File: config.mk
export PLATFORM = sky130hd
export DESIGN_NAME = parking_occupancy_multi
export DESIGN_NICKNAME = d
export VERILOG_FILES = /design/src/rtl/parking_pkg.sv /design/src/rtl/parking_gate_fsm.sv /design/src/rtl/parking_occupancy_multi.sv
export SDC_FILE = /design/constraint.sdc
export NUM_CORES = 1
export LEC_CHECK = 0
export BUFFER_PORTS_ARGS = -buffer_cell sky130_fd_sc_hd__buf_2
export CAP_MARGIN = 20
export CORE_MARGIN = 5
export CORE_UTILIZATION = 50
export CTS_BUF_LIST = sky130_fd_sc_hd__clkbuf_8
export CTS_CLUSTER_DIAMETER = 30
export DETAILED_ROUTE_END_ITERATION = 6
export GPL_ROUTABILITY_DRIVEN = 0
export PLACE_DENSITY = 0.7
export SYNTH_ARGS = -nofsm -noshare
export SYNTH_HDL_FRONTEND = slang
export SYNTH_SLANG_ARGS = --single-unit
File: constraint.sdc
create_clock -name CLK -period 7.82 [get_ports CLK]
set_clock_uncertainty 0.2 [all_clocks]
set_input_delay 1.564 -clock CLK [delete_from_list [all_inputs] [get_ports CLK]]
set_output_delay 1.564 -clock CLK [all_outputs]
set_load 0.02 [all_outputs]
File: src/rtl/parking_pkg.sv
// ---------------------------------------------------------------------------
// parking_pkg
// Shared types and constants for the multi-gate parking occupancy block.
//   gate_state_t : per-gate direction FSM state, 3-bit, IDLE encoded as 0
//   MAX_GATES    : largest supported gate count; sizes the popcount adders
// ---------------------------------------------------------------------------
package parking_pkg;

    typedef enum logic [2:0] {
        IDLE = 3'd0,
        E1   = 3'd1,
        E2   = 3'd2,
        E3   = 3'd3,
        X1   = 3'd4,
        X2   = 3'd5,
        X3   = 3'd6
    } gate_state_t;

    localparam int MAX_GATES = 8;

endpackage

File: src/rtl/parking_gate_fsm.sv
// ---------------------------------------------------------------------------
// parking_gate_fsm
// One gate: 2-FF synchronisers on both beam sensors, a direction FSM that
// recognises a full entry (ab: 10,11,01,00) or exit (ab: 01,11,10,00) and a
// registered one-cycle pulse for each completed pass.
// Ports:
//   clk_i      in   system clock
//   rst_ni     in   asynchronous active-low reset
//   sens_a_i   in   outer beam sensor, asynchronous to clk_i
//   sens_b_i   in   inner beam sensor, asynchronous to clk_i
//   entry_o    out  1-cycle pulse after the FSM samples the completing 00 (entry)
//   exit_o     out  1-cycle pulse after the FSM samples the completing 00 (exit)
//   state_o    out  current FSM state, for debug/checker binding
// ---------------------------------------------------------------------------
module parking_gate_fsm
    import parking_pkg::*;
(
    input  logic        clk_i,
    input  logic        rst_ni,
    input  logic        sens_a_i,
    input  logic        sens_b_i,
    output logic        entry_o,
    output logic        exit_o,
    output gate_state_t state_o
);

    logic        a_meta_q, a_sync_q;
    logic        b_meta_q, b_sync_q;
    logic        entry_q, exit_q;
    gate_state_t state_q;
    logic [1:0]  ab;

    assign ab = {a_sync_q, b_sync_q};

    // The exit path is the entry path with the roles of a and b swapped.
    always_ff @(posedge clk_i or negedge rst_ni) begin
        if (!rst_ni) begin
            a_meta_q <= 1'b0;
            a_sync_q <= 1'b0;
            b_meta_q <= 1'b0;
            b_sync_q <= 1'b0;
            state_q  <= IDLE;
            entry_q  <= 1'b0;
            exit_q   <= 1'b0;
        end else begin
            a_meta_q <= sens_a_i;
            a_sync_q <= a_meta_q;
            b_meta_q <= sens_b_i;
            b_sync_q <= b_meta_q;
            entry_q  <= 1'b0;
            exit_q   <= 1'b0;
            case (state_q)
                IDLE: begin
                    if (ab == 2'b10)      state_q <= E1;
                    else if (ab == 2'b01) state_q <= X1;
                end
                E1: begin
                    if (ab == 2'b11)      state_q <= E2;
                    else if (ab != 2'b10) state_q <= IDLE;
                end
                E2: begin
                    case (ab)
                        2'b01:   state_q <= E3;
                        2'b10:   state_q <= E1;
                        2'b00:   state_q <= IDLE;
                        default: ;
                    endcase
                end
                E3: begin
                    case (ab)
                        2'b00: begin
                            state_q <= IDLE;
                            entry_q <= 1'b1;
                        end
                        2'b11:   state_q <= E2;
                        2'b10:   state_q <= IDLE;
                        default: ;
                    endcase
                end
                X1: begin
                    if (ab == 2'b11)      state_q <= X2;
                    else if (ab != 2'b01) state_q <= IDLE;
                end
                X2: begin
                    case (ab)
                        2'b10:   state_q <= X3;
                        2'b01:   state_q <= X1;
                        2'b00:   state_q <= IDLE;
                        default: ;
                    endcase
                end
                X3: begin
                    case (ab)
                        2'b00: begin
                            state_q <= IDLE;
                            exit_q  <= 1'b1;
                        end
                        2'b11:   state_q <= X2;
                        2'b01:   state_q <= IDLE;
                        default: ;
                    endcase
                end
                default: state_q <= IDLE;
            endcase
        end
    end

    assign entry_o = entry_q;
    assign exit_o  = exit_q;
    assign state_o = state_q;

endmodule

File: src/rtl/parking_occupancy_multi.sv
// ---------------------------------------------------------------------------
// parking_occupancy_multi
// Occupancy tracker for N_GATES gates sharing one saturating counter.
// Each gate's entry/exit pulses are popcounted, netted as a signed value and
// added to the count, which is then clamped to [0, CAPACITY]. A clamp means
// at least one event was dropped ("rejected").
// Optional feature macro: PARKING_ERR_FLAG_EN
//   defined   : err is a sticky rejected-event flag, cleared by err_clr
//               (a set in the same cycle as a clear wins)
//   undefined : err is tied low and err_clr is ignored
// Ports:
//   CLK          in   system clock
//   RST_N        in   asynchronous active-low reset
//   sens_a       in   [N_GATES] outer beam sensors
//   sens_b       in   [N_GATES] inner beam sensors
//   err_clr      in   synchronous clear of err
//   entry_pulse  out  [N_GATES] completed-entry pulses
//   exit_pulse   out  [N_GATES] completed-exit pulses
//   count        out  [CNT_W] current occupancy
//   full         out  count == CAPACITY
//   empty        out  count == 0
//   err          out  sticky rejected-event flag
// ---------------------------------------------------------------------------
module parking_occupancy_multi
    import parking_pkg::*;
#(
    parameter  int N_GATES  = 2,
    parameter  int CAPACITY = 7,
    localparam int CNT_W    = $clog2(CAPACITY + 1)
) (
    input  logic               CLK,
    input  logic               RST_N,
    input  logic [N_GATES-1:0] sens_a,
    input  logic [N_GATES-1:0] sens_b,
    input  logic               err_clr,
    output logic [N_GATES-1:0] entry_pulse,
    output logic [N_GATES-1:0] exit_pulse,
    output logic [CNT_W-1:0]   count,
    output logic               full,
    output logic               empty,
    output logic               err
);

    localparam int PC_W  = $clog2(MAX_GATES + 1);
    localparam int NET_W = CNT_W + 4;
    localparam int SUM_W = NET_W + 1;
    localparam logic signed [SUM_W-1:0] CAP_S = SUM_W'(CAPACITY);

    // Debug view of every gate FSM; not consumed by the datapath.
    gate_state_t gate_state_unused [N_GATES];

    for (genvar g = 0; g < N_GATES; g++) begin : g_gate
        parking_gate_fsm u_fsm (
            .clk_i    (CLK),
            .rst_ni   (RST_N),
            .sens_a_i (sens_a[g]),
            .sens_b_i (sens_b[g]),
            .entry_o  (entry_pulse[g]),
            .exit_o   (exit_pulse[g]),
            .state_o  (gate_state_unused[g])
        );
    end

    logic [PC_W-1:0]         n_entry, n_exit;
    logic signed [NET_W-1:0] net;
    logic signed [SUM_W-1:0] sum;
    logic [CNT_W-1:0]        count_d, count_q;
    logic                    full_q, empty_q;
    logic                    rejected;

    always_comb begin
        n_entry = '0;
        n_exit  = '0;
        for (int g = 0; g < N_GATES; g++) begin
            n_entry = n_entry + PC_W'(entry_pulse[g]);
            n_exit  = n_exit + PC_W'(exit_pulse[g]);
        end
    end

    // Entries and exits on different gates cancel before the clamp.
    assign net = $signed(NET_W'(n_entry)) - $signed(NET_W'(n_exit));
    assign sum = $signed(SUM_W'(count_q)) + SUM_W'(net);

    always_comb begin
        count_d  = count_q;
        rejected = 1'b0;
        if (sum[SUM_W-1]) begin
            count_d  = '0;
            rejected = 1'b1;
        end else if (sum > CAP_S) begin
            count_d  = CNT_W'(CAPACITY);
            rejected = 1'b1;
        end else begin
            count_d  = sum[CNT_W-1:0];
        end
    end

    // Flags decode count_d so they line up with the registered count.
    always_ff @(posedge CLK or negedge RST_N) begin
        if (!RST_N) begin
            count_q <= '0;
            full_q  <= 1'b0;
            empty_q <= 1'b1;
        end else begin
            count_q <= count_d;
            full_q  <= (count_d == CNT_W'(CAPACITY));
            empty_q <= (count_d == '0);
        end
    end

    assign count = count_q;
    assign full  = full_q;
    assign empty = empty_q;

`ifdef PARKING_ERR_FLAG_EN
    logic err_q;

    always_ff @(posedge CLK or negedge RST_N) begin
        if (!RST_N) begin
            err_q <= 1'b0;
        end else if (rejected) begin
            err_q <= 1'b1;
        end else if (err_clr) begin
            err_q <= 1'b0;
        end
    end

    assign err = err_q;
`else
    logic [1:0] unused_flag_inputs;

    assign unused_flag_inputs = {err_clr, rejected};
    assign err = 1'b0;
`endif

endmodule

==> results.toml <==
[power_and_ir_drop]
pwr-share-seq_pct = 38.9
intPower_uw = 302.8
switching_share_pct = 40.34
p_switching_uw = 204.7
peakVddDrop_mv = 0.1428
pwr-share-comb_pct = 46.9
p_per_area_mw_per_mm2 = 297.8
clkPwrFrac_pct = 14.2
p_leak_uw = 0.0008137

[detailed_routing]
firstDrtPassIters = 4
via_count = 1163
wl_per_cell_um = 12.97
totalWireLength_um = 2776
via_per_inst = 5.435
drt_iter0_drc = 51
antenna_left = 0
drc = 0

[timing]
period_minus_slack_ns = 3.016
worstMarginPinSlew_ns = 0.5055
finalSetupTns_ns = 0
rsz0062_at_grt = "no"
max-slew-margin-rel_pct = 66.30
setup_viol = 0
worst_hold_slack_ns = 0.1525
clock.fmax_mhz = 331.6
hold_violations = 0
fin_crit_sh_pct = 38.56
maxSlewViolCount = 0

[setup_path]
required_ns = 7.82
worstPathArrival_ns = 3.02
path_cells = "fa_1, inv_1, ha_1, ha_1, fa_1, and2_1, nor2_1, o21ai_0, a21oi_1, a21o_1"
worstSetupStartpointType = "register"
end_kind = "register"
crit_slowest_cell = "fa_1"
crit_type = "reg -> reg"
cpPeakStageDelay_ns = 0.53
cp_max_fo = 5

[global_routing]
grt_pass1_wl_um = 4671
overflow = 0
grtUsageTotal_pct = 13.39
first_global_vias = 1104
grt_max_degree = 24
grt_antenna_before_repair = 0

[synthesis]
synth_seq_area_share_pct = 35.76
async_flop_share_pct = 100.0
syn_nets = 188
syn_area_mm2 = 0.001613
synthTopCellsByArea = "dfrtp_1 (34%), ha_1 (12%), mux2i_1 (3.1%)"
yosys_warnings = 0
yosysTopAreaCellShare_pct = 34.13
ys.flop_type = "dfrtp_1"
yosys.cell_types.count = 53
synth.top_cells.by_count = "dfrtp_1 (22), ha_1 (15), inv_1 (13)"
synth_top_area_cell = "dfrtp_1"
avgSynthCellArea_um2 = 9.834
synth-seq-cells = 23
synth_edf_count = 0
syn_inst = 164
yosysMostFrequentCell = "dfrtp_1"

[placement]
portBuffers = 14
hpwlAfterDp_um = 2108

[die]
die_area_mm2 = 0.004462
die_y_um = 66.80
core_region_area_mm2 = 0.003078
fp-row-count = 20
start_util_pct = 52.40
io_pins = 17
die_x_um = 66.80

[cts]
cts_tree = "done"
cts_buffers = 3
post_cts_buffers = 0
htreeDepth = 1
clkTransAtPathRegs_ns = 0.08
clk_latency_ns = 0.26
clockRootBuffer = "clkbuf_8"
max-clock-path-buffers = 2
cts_resized = 0
cts_sinks = 23
cts_hold_buf = 0

[cells_and_area]
fin_nets = 195
diodes = 0
drive_above_1_share_pct = 20.59
syn_to_final_growth_pct = 5.663

[hold_path]
hp-class = "reg -> reg"

[status]
status = "completed"

[run]
maxCapViolations = 0
[routing by layer]
metal	vias to the layer above	wire [um]	GRT usage, %
li1	579	-	-
met1	554	1277	16.77
met2	24	1354	23.14
met3	6	107	2.361
met4	0	36	4.315
met5	-	0	0
[power by group through the flow]
stage / clock [uW] / sequential (uW) / combinational, uW
floorplan: 0 / 177 / 222
global placement: 0 / 196 / 228
detailed placement: 0 / 199 / 237
CTS: 74.7 / 197 / 238
global route: 78.4 / 205 / 260
finish: 72.3 / 197 / 238
[area by class of cell]
cell class | count | area [um2]
flip-flops and latches | 23 | 576.8
repair buffers | 14 | 70.07
multi-input cells | 115 | 903.4
clock buffers | 3 | 41.29
well taps | 44 | 55.05
inverters | 14 | 52.55
fillers | 281 | 1374
clock inverters | 1 | 5.005
[flip-flops by register name, summed over array words and instances, names as in the netlist]
| register | cells |
|---|---|
| g_gate.u_fsm.exit_o | 2 |
| g_gate.u_fsm.b_sync_q | 2 |
| count | 3 |
| g_gate.u_fsm.b_meta_q | 2 |
| g_gate.u_fsm.entry_o | 2 |
| full | 1 |
| g_gate.u_fsm.a_sync_q | 2 |
| g_gate.u_fsm.a_meta_q | 2 |
| empty | 1 |
| g_gate.u_fsm.state_o | 6 |
[final timing paths]
| kind | start | end | slack, ns | cells after the start |
|---|---|---|---|---|
| min in group asynchronous | RST_N | g_gate[0].u_fsm.state_o[0] | 1.06 | 1 |
| hold reg to reg | g_gate[1].u_fsm.a_meta_q | g_gate[1].u_fsm.a_sync_q | 0.15 | 0 |
| hold / removal | g_gate[1].u_fsm.a_meta_q | g_gate[1].u_fsm.a_sync_q | 0.15 | 0 |
| setup / recovery | g_gate[0].u_fsm.exit_o | count[1] | 4.80 | 10 |
| setup reg to reg | g_gate[0].u_fsm.exit_o | count[1] | 4.80 | 10 |
| max in group asynchronous | RST_N | empty | 6.00 | 1 |
[cells in the final DEF (no fill, tap or decap), types with 2 or more instances in the layout]
cell type  Yosys  final
mux2i_1        5      5
buf_2          4     14
a21oi_1        9      9
nor3b_1        4      4
ha_1          15     15
inv_1         13     13
nand2_1        8      8
nand2b_1       2      2
nor2_1        11     11
dfrtp_1       22     22
a31oi_1        2      2
o22ai_1        3      3
nor3_1         8      8
a21o_1         2      2
o21a_1         2      2
nand3_1        2      2
o21ai_0        8      8
or3_4          2      2
mux2_4         2      2
clkbuf_8       0      3
fa_1           2      2
[critical path, delay by kind of cell (launching register included)]
| kind | cells | cell delay (ns) |
|---|---|---|
| compound gates | 3 | 0.41 |
| fa+ha+maj | 4 | 1.46 |
| simple gates | 2 | 0.43 |
| buf+inv | 1 | 0.04 |
| flops | 1 | 0.41 |
[stage by stage]
step | std cells | util, % | setup slack [ns] | instance area, um2 | total power, uW
2_1_floorplan | 164 | - | 5.021 | 1613 | 398.9
4_1_cts | 214 | 55.37 | 4.785 | 1704 | 509.1
6_report | 214 | 55.37 | 4.804 | 1704 | 507.5
3_5_place_dp | 210 | 53.86 | 4.821 | 1658 | 436.0
3_3_place_gp | 210 | 53.86 | 4.901 | 1658 | 423.5
5_1_grt | 214 | 55.37 | 4.624 | 1704 | 543.6
[logic make-up (layout without fill, tap and decap cells)]
| logic type | Yosys count | after routing | share of synthesized area [%] |
|---|---|---|---|
| other cells | 1 | 1 | 0.2325 |
| fa+ha+maj | 17 | 17 | 14.12 |
| flops | 23 | 23 | 35.76 |
| compound gates | 41 | 41 | 18.62 |
| simple gates | 46 | 46 | 16.14 |
| buf+inv | 26 | 32 | 8.223 |
| xor+xnor | 1 | 1 | 0.5432 |
| mux | 9 | 9 | 6.362 |
No activity file was read; power rests on OpenSTA's default activity.
